File: src/rtl/vga_fetch_arbiter_pkg.sv
// Shared VGA fetch definitions: state encoding, coordinate-block geometry and
// the fetch address offset helper.
package vga_fetch_arbiter_pkg;

  localparam logic [15:0] BASE_ADDR_DEFAULT = 16'h3F00;
  localparam int unsigned FETCH_WORDS       = 6;
  localparam logic [2:0]  LAST_IDX          = 3'(FETCH_WORDS);

  typedef enum logic [1:0] {
    ST_IDLE   = 2'd0,
    ST_FETCH  = 2'd1,
    ST_COMMIT = 2'd2
  } fetch_state_e;

  typedef logic [15:0] coord_t;

  // The final fetch cycle only collects data, so its address stays on the last word.
  function automatic logic [15:0] fetch_offset(input logic [2:0] idx);
    if (idx >= LAST_IDX) return 16'(FETCH_WORDS - 1);
    return {13'd0, idx};
  endfunction

endpackage

File: src/rtl/vga_coord_shadow.sv
// Shadow bank for sprite coordinates: words are captured one at a time during a
// fetch and all six become visible together on the commit strobe.
module vga_coord_shadow
  import vga_fetch_arbiter_pkg::*;
(
  input  logic       clk,
  input  logic       reset,
  input  logic       cap_en,
  input  logic [2:0] cap_idx,
  input  coord_t     cap_data,
  input  logic       commit,
  output coord_t     mx,
  output coord_t     my,
  output coord_t     p1x,
  output coord_t     p1y,
  output coord_t     p2x,
  output coord_t     p2y
);

  coord_t shadow_q [FETCH_WORDS];
  coord_t coord_q  [FETCH_WORDS];

  always_ff @(posedge clk or negedge reset) begin
    if (!reset) begin
      shadow_q <= '{default: '0};
      coord_q  <= '{default: '0};
    end else begin
      if (cap_en && (cap_idx < LAST_IDX)) shadow_q[cap_idx] <= cap_data;
      if (commit) coord_q <= shadow_q;
    end
  end

  assign mx  = coord_q[0];
  assign my  = coord_q[1];
  assign p1x = coord_q[2];
  assign p1y = coord_q[3];
  assign p2x = coord_q[4];
  assign p2y = coord_q[5];

endmodule

File: src/rtl/vga_fetch_arbiter.sv
// Arbitrates a single synchronous memory port between CPU accesses and the
// per-frame sprite-coordinate fetch triggered by vblank_start.
module vga_fetch_arbiter
  import vga_fetch_arbiter_pkg::*;
#(
  parameter logic [15:0] BASE_ADDR = BASE_ADDR_DEFAULT
) (
  input  logic        clk,
  input  logic        reset,
  input  logic        vblank_start,
  input  logic        cpu_req,
  input  logic        cpu_we,
  input  logic [15:0] cpu_addr,
  input  logic [15:0] cpu_wdata,
  output logic        cpu_grant,
  output logic [15:0] cpu_rdata,
  output logic        cpu_rvalid,
  output logic [15:0] mem_addr,
  output logic [15:0] mem_wdata,
  output logic        mem_we,
  input  logic [15:0] mem_rdata,
  output logic [15:0] mx,
  output logic [15:0] my,
  output logic [15:0] p1x,
  output logic [15:0] p1y,
  output logic [15:0] p2x,
  output logic [15:0] p2y,
  output logic        frame_valid
);

  fetch_state_e state_q, state_d;
  logic [2:0]   idx_q, idx_d;
  logic         pending_q, pending_d;
  logic         rd_pend_q;
  logic         frame_valid_q;
  logic         cap_en;
  logic         commit;
  logic [15:0]  fetch_addr;

  assign fetch_addr = BASE_ADDR + fetch_offset(idx_q);

  always_ff @(posedge clk or negedge reset) begin
    if (!reset) begin
      state_q       <= ST_IDLE;
      idx_q         <= '0;
      pending_q     <= 1'b0;
      rd_pend_q     <= 1'b0;
      frame_valid_q <= 1'b0;
    end else begin
      state_q       <= state_d;
      idx_q         <= idx_d;
      pending_q     <= pending_d;
      rd_pend_q     <= cpu_grant & ~cpu_we;
      frame_valid_q <= commit;
    end
  end

  always_comb begin
    state_d   = state_q;
    idx_d     = idx_q;
    pending_d = pending_q | vblank_start;
    cpu_grant = 1'b0;
    mem_addr  = fetch_addr;
    mem_wdata = cpu_wdata;
    mem_we    = 1'b0;
    cap_en    = 1'b0;
    commit    = 1'b0;
    unique case (state_q)
      ST_IDLE: begin
        if (pending_q || vblank_start) begin
          // A pulse arriving on this cycle is absorbed by the fetch it starts.
          state_d   = ST_FETCH;
          idx_d     = '0;
          pending_d = 1'b0;
        end else begin
          cpu_grant = cpu_req;
          mem_addr  = cpu_addr;
          mem_we    = cpu_req & cpu_we;
        end
      end
      ST_FETCH: begin
        cap_en = (idx_q != 3'd0);
        idx_d  = idx_q + 3'd1;
        if (idx_q == LAST_IDX) state_d = ST_COMMIT;
      end
      ST_COMMIT: begin
        commit  = 1'b1;
        state_d = ST_IDLE;
      end
      default: state_d = ST_IDLE;
    endcase
  end

  assign cpu_rvalid  = rd_pend_q;
  assign cpu_rdata   = rd_pend_q ? mem_rdata : '0;
  assign frame_valid = frame_valid_q;

  vga_coord_shadow u_shadow (
    .clk      (clk),
    .reset    (reset),
    .cap_en   (cap_en),
    .cap_idx  (idx_q - 3'd1),
    .cap_data (mem_rdata),
    .commit   (commit),
    .mx       (mx),
    .my       (my),
    .p1x      (p1x),
    .p1y      (p1y),
    .p2x      (p2x),
    .p2y      (p2y)
  );

endmodule
File: config.mk
export PLATFORM = sky130hd
export DESIGN_NAME = vga_fetch_arbiter
export DESIGN_NICKNAME = d
export VERILOG_FILES = /design/src/rtl/vga_fetch_arbiter_pkg.sv /design/src/rtl/vga_coord_shadow.sv /design/src/rtl/vga_fetch_arbiter.sv
export SDC_FILE = /design/constraint.sdc
export NUM_CORES = 1
export LEC_CHECK = 0
export CORE_ASPECT_RATIO = 0.9
export CORE_MARGIN = 2
export CORE_UTILIZATION = 49
export CTS_BUF_LIST = sky130_fd_sc_hd__clkbuf_16
export DETAILED_ROUTE_END_ITERATION = 6
export PLACE_DENSITY_LB_ADDON = 0.2
export SLEW_MARGIN = 20
export SYNTH_ARGS = -nofsm -noshare
export SYNTH_HDL_FRONTEND = slang
export SYNTH_HIERARCHICAL = 1
export SYNTH_SLANG_ARGS = --single-unit
File: constraint.sdc
create_clock -name clk -period 2.8 [get_ports clk]
set_input_delay 0.42 -clock clk [delete_from_list [all_inputs] [get_ports clk]]
set_output_delay 0.42 -clock clk [all_outputs]
set_load 0.05 [all_outputs]
### Word level (Yosys, flattened, before mapping)

Cells that the tools add are included.

* magnitude comparators: 4
* add/sub/neg operators: 3
* reduce and logical (&&, ||, !) cells: 8
* bitwise logic cells: 5
* muxes and demuxes: 22
* equality and inequality tests: 5

Operator list (number)
* 96-bit bitwise mux: 1
* 16-bit two-way mux: 6
* 16-bit demux with 3-bit select: 1
* 14-bit by 16-bit adder with 16-bit output, first input constant: 1
* 1-bit two-way mux: 9
* 3-bit case mux with 2 select lines: 1
* 4-bit greater-or-equal comparator, second input constant: 1
* 4-bit by 1-bit less-than comparator with 1-bit output, second input constant: 1
* 2-bit two-way mux: 2
* 2-bit != test, second input constant: 2
* 3-bit NOT with 4-bit output: 1
* 2-bit case mux with 2 select lines: 1
* 2-bit AND reduction: 2
* 3-bit by 1-bit adder with 3-bit output, second input constant: 1
* 3-bit equality test, second input constant: 1
* 3-bit greater-or-equal comparator, second input constant: 1
* 3-bit less-than comparator, second input constant: 1
* 3-bit two-way mux: 1
* 3-bit nonzero test: 1
* 3-bit by 1-bit subtractor with 3-bit output, second input constant: 1
* 1-bit AND: 2
* 2-bit by 1-bit equality test with 1-bit output, second input constant: 1
* 2-bit equality test, second input constant: 1
* 1-bit logical AND: 2
* 5 further kinds: 5

* word-level logic and storage cells: 64
* input port bits: 53
* flip-flop bits (word level): 200

### Logic depth before layout (Yosys ltp)

* depth after elaboration: 7
* mapped depth: 7

### Hierarchy

Netlist, hierarchy kept.

By module, submodules not included
* vga_coord_shadow: seq. area each 4804.6 um^2, area each 7248.2 um^2, cells an instance 411, instances 1
* vga_fetch_arbiter: seq. area each 200.2 um^2, area each 753.2 um^2, cells an instance 92, instances 1

### Worst setup path after synthesis

Ideal clock, no wire load.

* path type: register to output
* start: reg state_q[0]
* end: out mem_addr[1]
* slack: 0.543 ns
* stages on the path, launching flop included: 4
* required time: 2.380 ns
* arrival: 1.837 ns
* cells stage by stage: dfrtp_1 -> nor4_2 -> buf_2 -> o31ai_1

* word-level cells in the longest chain between the ends: 2

RTL lines
* start, declared: line vga_fetch_arbiter.sv:31 `fetch_state_e state_q, state_d;`
* start signal, assigned: line vga_fetch_arbiter.sv:50 `state_q <= state_d;`
* 2-bit logical NOT: line vga_fetch_arbiter.sv:68 `unique case (state_q)`
* 16-bit two-way mux: line vga_fetch_arbiter.sv:68
* end, declared: line vga_fetch_arbiter.sv:18 `output logic [15:0] mem_addr,`

Every way passes these cells.

### Worst setup path after layout

* start: reg idx_q[0]
* end: reg u_shadow/shadow_q[24] (netlist bit)

* word-level cells in the longest chain between the ends: 7

RTL lines
* start, declared: line vga_fetch_arbiter.sv:32 `logic [2:0] idx_q, idx_d;`
* start signal, assigned: line vga_fetch_arbiter.sv:51 `idx_q <= idx_d;`
* 3-bit by 1-bit subtractor with 3-bit output: line vga_fetch_arbiter.sv:102 `.cap_idx (idx_q - 3'd1),`
* 3-bit NOT with 4-bit output (implied by the code): line vga_coord_shadow.sv:28 `if (cap_en && (cap_idx < LAST_IDX)) shadow_q[cap_idx] <= cap_data;`
* 4-bit greater-or-equal comparator (implied by the code) or 4-bit by 1-bit less-than comparator with 1-bit output (tied branches): line vga_coord_shadow.sv:28
* 1-bit logical AND (implied by the code): line vga_coord_shadow.sv:28
* 16-bit two-way mux (implied by the code): line vga_coord_shadow.sv:28
* 16-bit demux with 3-bit select: line vga_coord_shadow.sv:28
* 96-bit bitwise mux: line vga_coord_shadow.sv:28
* end signal, assigned by index: line vga_coord_shadow.sv:28
* end, declared: line vga_coord_shadow.sv:20 `coord_t shadow_q [FETCH_WORDS];`

Parallel ways exist; a longest one is shown, timed or not.
A chain may end at the register's enable or synchronous reset.

==> impl_metrics.tcl <==
set metrics [dict create \
    start_kind "flip-flop" \
    tightest_slew_ns 0.7934 \
    cts_root_buffer "clkbuf_16" \
    core-area_mm2 0.01608 \
    peakVddDrop_v 0.0006557 \
    grtUsageMet2_pct 31.65 \
    portBuffers 168 \
    ys_types 32 \
    worstHoldPathType "reg -> reg" \
    period_minus_slack_ns 2.514 \
    max_clock_freq_ghz 0.3977 \
    fin_crit_sh_pct 89.80 \
    htreeDepth 4 \
    outcome "completed" \
    drtIter0Drc 233 \
    grt_pass1_vias 4901 \
    rsz0062_at_grt "no" \
    ys_warn_count 6 \
    via_count 4577 \
    routed_wl_um 17150 \
    die_w_um 138.7 \
    grt_use_met1_pct 28.65 \
    hold_violations 0 \
    die_h_um 125.2 \
    syn_avg_cell_area_um2 15.91 \
    clk_latency_ns 0.43 \
    dieArea_mm2 0.01737 \
    dr.pass1.iters 4 \
    pre_cts_ws_ns 0.3296 \
    route.detailed.drc 0 \
    arrival_ns 2.83 \
    drive_gt1_share_pct 40.59 \
    relSlewSlack_pct 47.10 \
    dp_hpwl_um 11890 \
    setup_tns_ns 0 \
    ant_nets 0 \
    clockBufferDepth 2 \
    clock_sinks 200 \
    drv_slew 0 \
    use_met3_pct 5.247 \
    cp_data_required_time_ns 3.11 \
    antenna_found_initial 0 \
    synth_area_mm2 0.008001 \
    netlist_instances 503 \
    clk_pin_slew_ns 0.07 \
    grt_pass1_wl_um 27540 \
    cts_setup_buffers 0 \
    fin_ws_ns 0.2856 \
    fin_nets 724 \
    reg2reg_slack_ns 0.29 \
    grt_max_degree 69 \
    pin_count 201 \
    start_util_pct 49.77 \
    end_kind "flip-flop" \
    syn2layout_area_growth_pct 31.04 \
    track_usage_pct 20.43 \
    cts_made_buffers 17 \
    busiest_layer "met2" \
    overflow 0 \
    cts_tree "yes" \
    critPathKind "reg -> reg" \
    ys_seq_elements 200 \
    path_max_fanout 16 \
    cap_violations 0 \
    yosysSeqAreaShare_pct 62.55 \
    skew_ns 0.005033 \
    wl_per_cell_um 19.31 \
    gp_congestion 0.7696 \
    setup_viol 0 \
    viasPerCell 5.154 \
    total_leakage_power_nw 4.700 \
    rows 44 \
    p_per_area_mw_per_mm2 1220 \
    syn-num-nets 560 \
]
==> cell families after synthesis <==
kind of cell	synth area share, %
compound gates	0.9383
buf+inv	3.847
flops	62.55
fa+ha+maj	0.6255
mux	27.49
xor+xnor	0.1095
simple gates	4.441
==> registers in the layout (all words and copies together) (netlist names) <==
signal             count
u_shadow/shadow_q     96
state_q                2
u_shadow/p2x          16
idx_q                  3
u_shadow/p1x          16
cpu_rvalid             1
u_shadow/p1y          16
u_shadow/my           16
pending_q              1
u_shadow/mx           16
u_shadow/p2y          16
frame_valid            1
==> power by group <==
group / switching, W / leakage, nW / total [W] / internal (W)
Sequential: 0.000676 / 2.52 / 0.00481 / 0.00413
Combinational: 0.00306 / 1.89 / 0.00557 / 0.00250
Clock: 0.00103 / 0.290 / 0.00242 / 0.00139
Total: 0.00477 / 4.70 / 0.0128 / 0.00803
==> Yosys cell counts <==
| library cell | n | area, um2 |
|---|---|---|
| dfrtp_1 | 200 | 5005 |
| mux2_2 | 181 | 2038 |
| and2_1 | 24 | 150.1 |
| buf_4 | 17 | 127.6 |
| mux2_4 | 10 | 150.1 |
| buf_2 | 9 | 45.04 |
| buf_6 | 7 | 78.83 |
| clkbuf_1 | 7 | 26.28 |
| nand2b_1 | 7 | 43.79 |
| o21ai_0 | 5 | 25.02 |
| ha_1 | 4 | 50.05 |
| inv_1 | 4 | 15.01 |
| nand2_1 | 4 | 15.01 |
| and4bb_2 | 3 | 37.54 |
| a21oi_1 | 2 | 10.01 |
| nand4b_2 | 2 | 30.03 |
| nor2b_1 | 2 | 12.51 |
| a22o_1 | 1 | 8.760 |
| a31oi_1 | 1 | 6.260 |
| and3_1 | 1 | 6.260 |
| buf_8 | 1 | 15.01 |
| mux2_1 | 1 | 11.26 |
| nor2_1 | 1 | 3.750 |
| nor3_1 | 1 | 5.000 |
| nor4_2 | 1 | 12.51 |
| nor4b_4 | 1 | 23.77 |
| o22a_1 | 1 | 8.760 |
| o2bb2ai_1 | 1 | 8.760 |
| o31ai_1 | 1 | 7.510 |
| or2_1 | 1 | 6.260 |
| or3b_1 | 1 | 8.760 |
| xor2_1 | 1 | 8.760 |
==> per-stage QoR <==
| stage | power, W | std cells | hold WS (ns) | area, um2 | util (%) |
|---|---|---|---|---|---|
| CTS | 0.01290 | 887 | 0.4923 | 10480 | 65.21 |
| global placement | 0.01023 | 854 | 0.4459 | 9886 | 61.50 |
| floorplan | 0.008785 | 503 | 0.1244 | 8001 | - |
| global route | 0.01340 | 887 | 0.5192 | 10480 | 65.21 |
| finish | 0.01279 | 888 | 0.4929 | 10490 | 65.22 |
| detailed placement | 0.01044 | 854 | 0.4581 | 9886 | 61.50 |
==> layout by cell type, fill, tap and decap left out, types with 5 or more instances in the layout <==
cell type / Yosys / layout
and2_1: 24 / 24
buf_12: 0 / 14
buf_4: 17 / 34
clkbuf_16: 0 / 17
clkdlybuf4s50_1: 0 / 136
dfrtp_1: 200 / 200
inv_1: 4 / 6
mux2_2: 181 / 181
mux2_4: 10 / 10
nand2b_1: 7 / 7
o21ai_0: 5 / 5
==> path summary, 6_finish.rpt <==
| path | from | to | depth (start not counted) |
|---|---|---|---|
| setup / recovery | idx_q[0] | u_shadow/shadow_q[24] | 5 |
| hold / removal | u_shadow/shadow_q[21] | u_shadow/shadow_q[21] | 1 |
| setup reg to reg | idx_q[0] | u_shadow/shadow_q[24] | 5 |
| hold reg to reg | u_shadow/shadow_q[21] | u_shadow/shadow_q[21] | 1 |
| max in group asynchronous | reset | u_shadow/shadow_q[68] | 3 |
| min in group asynchronous | reset | u_shadow/p2y[14] | 2 |
==> area by class of cell <==
| type | count | area [um2] |
|---|---|---|
| well taps | 207 | 259.0 |
| multi-input cells | 258 | 2696 |
| fillers | 1190 | 5590 |
| repair buffers | 186 | 1921 |
| flip-flops and latches | 200 | 5005 |
| clock inverters | 15 | 161.4 |
| clock buffers | 17 | 425.4 |
| diodes | 1 | 2.502 |
| inverters | 4 | 15.01 |
==> timing repair <==
action / 4_1_cts / 5_1_grt
gates resized for setup: 0 / 0
hold endpoints to repair: 19 / 0
hold buffers: 1 / 0
==> critical path, cell delays in order (launching register included) <==
cell,delay (ns)
dfrtp_1,0.42
inv_1,0.29
ha_1,0.23
xor2_1,0.45
and4bb_2,0.61
mux2_2,0.39
==> routing by layer <==
layer	routed length (um)	part of all wire, %	vias to the layer above
met5	0	0	-
met2	8237	48	96
li1	-	-	2082
met4	279	1.6	0
met3	709	4.1	28
met1	7924	46	2371
(Power assumes the default switching activity.)
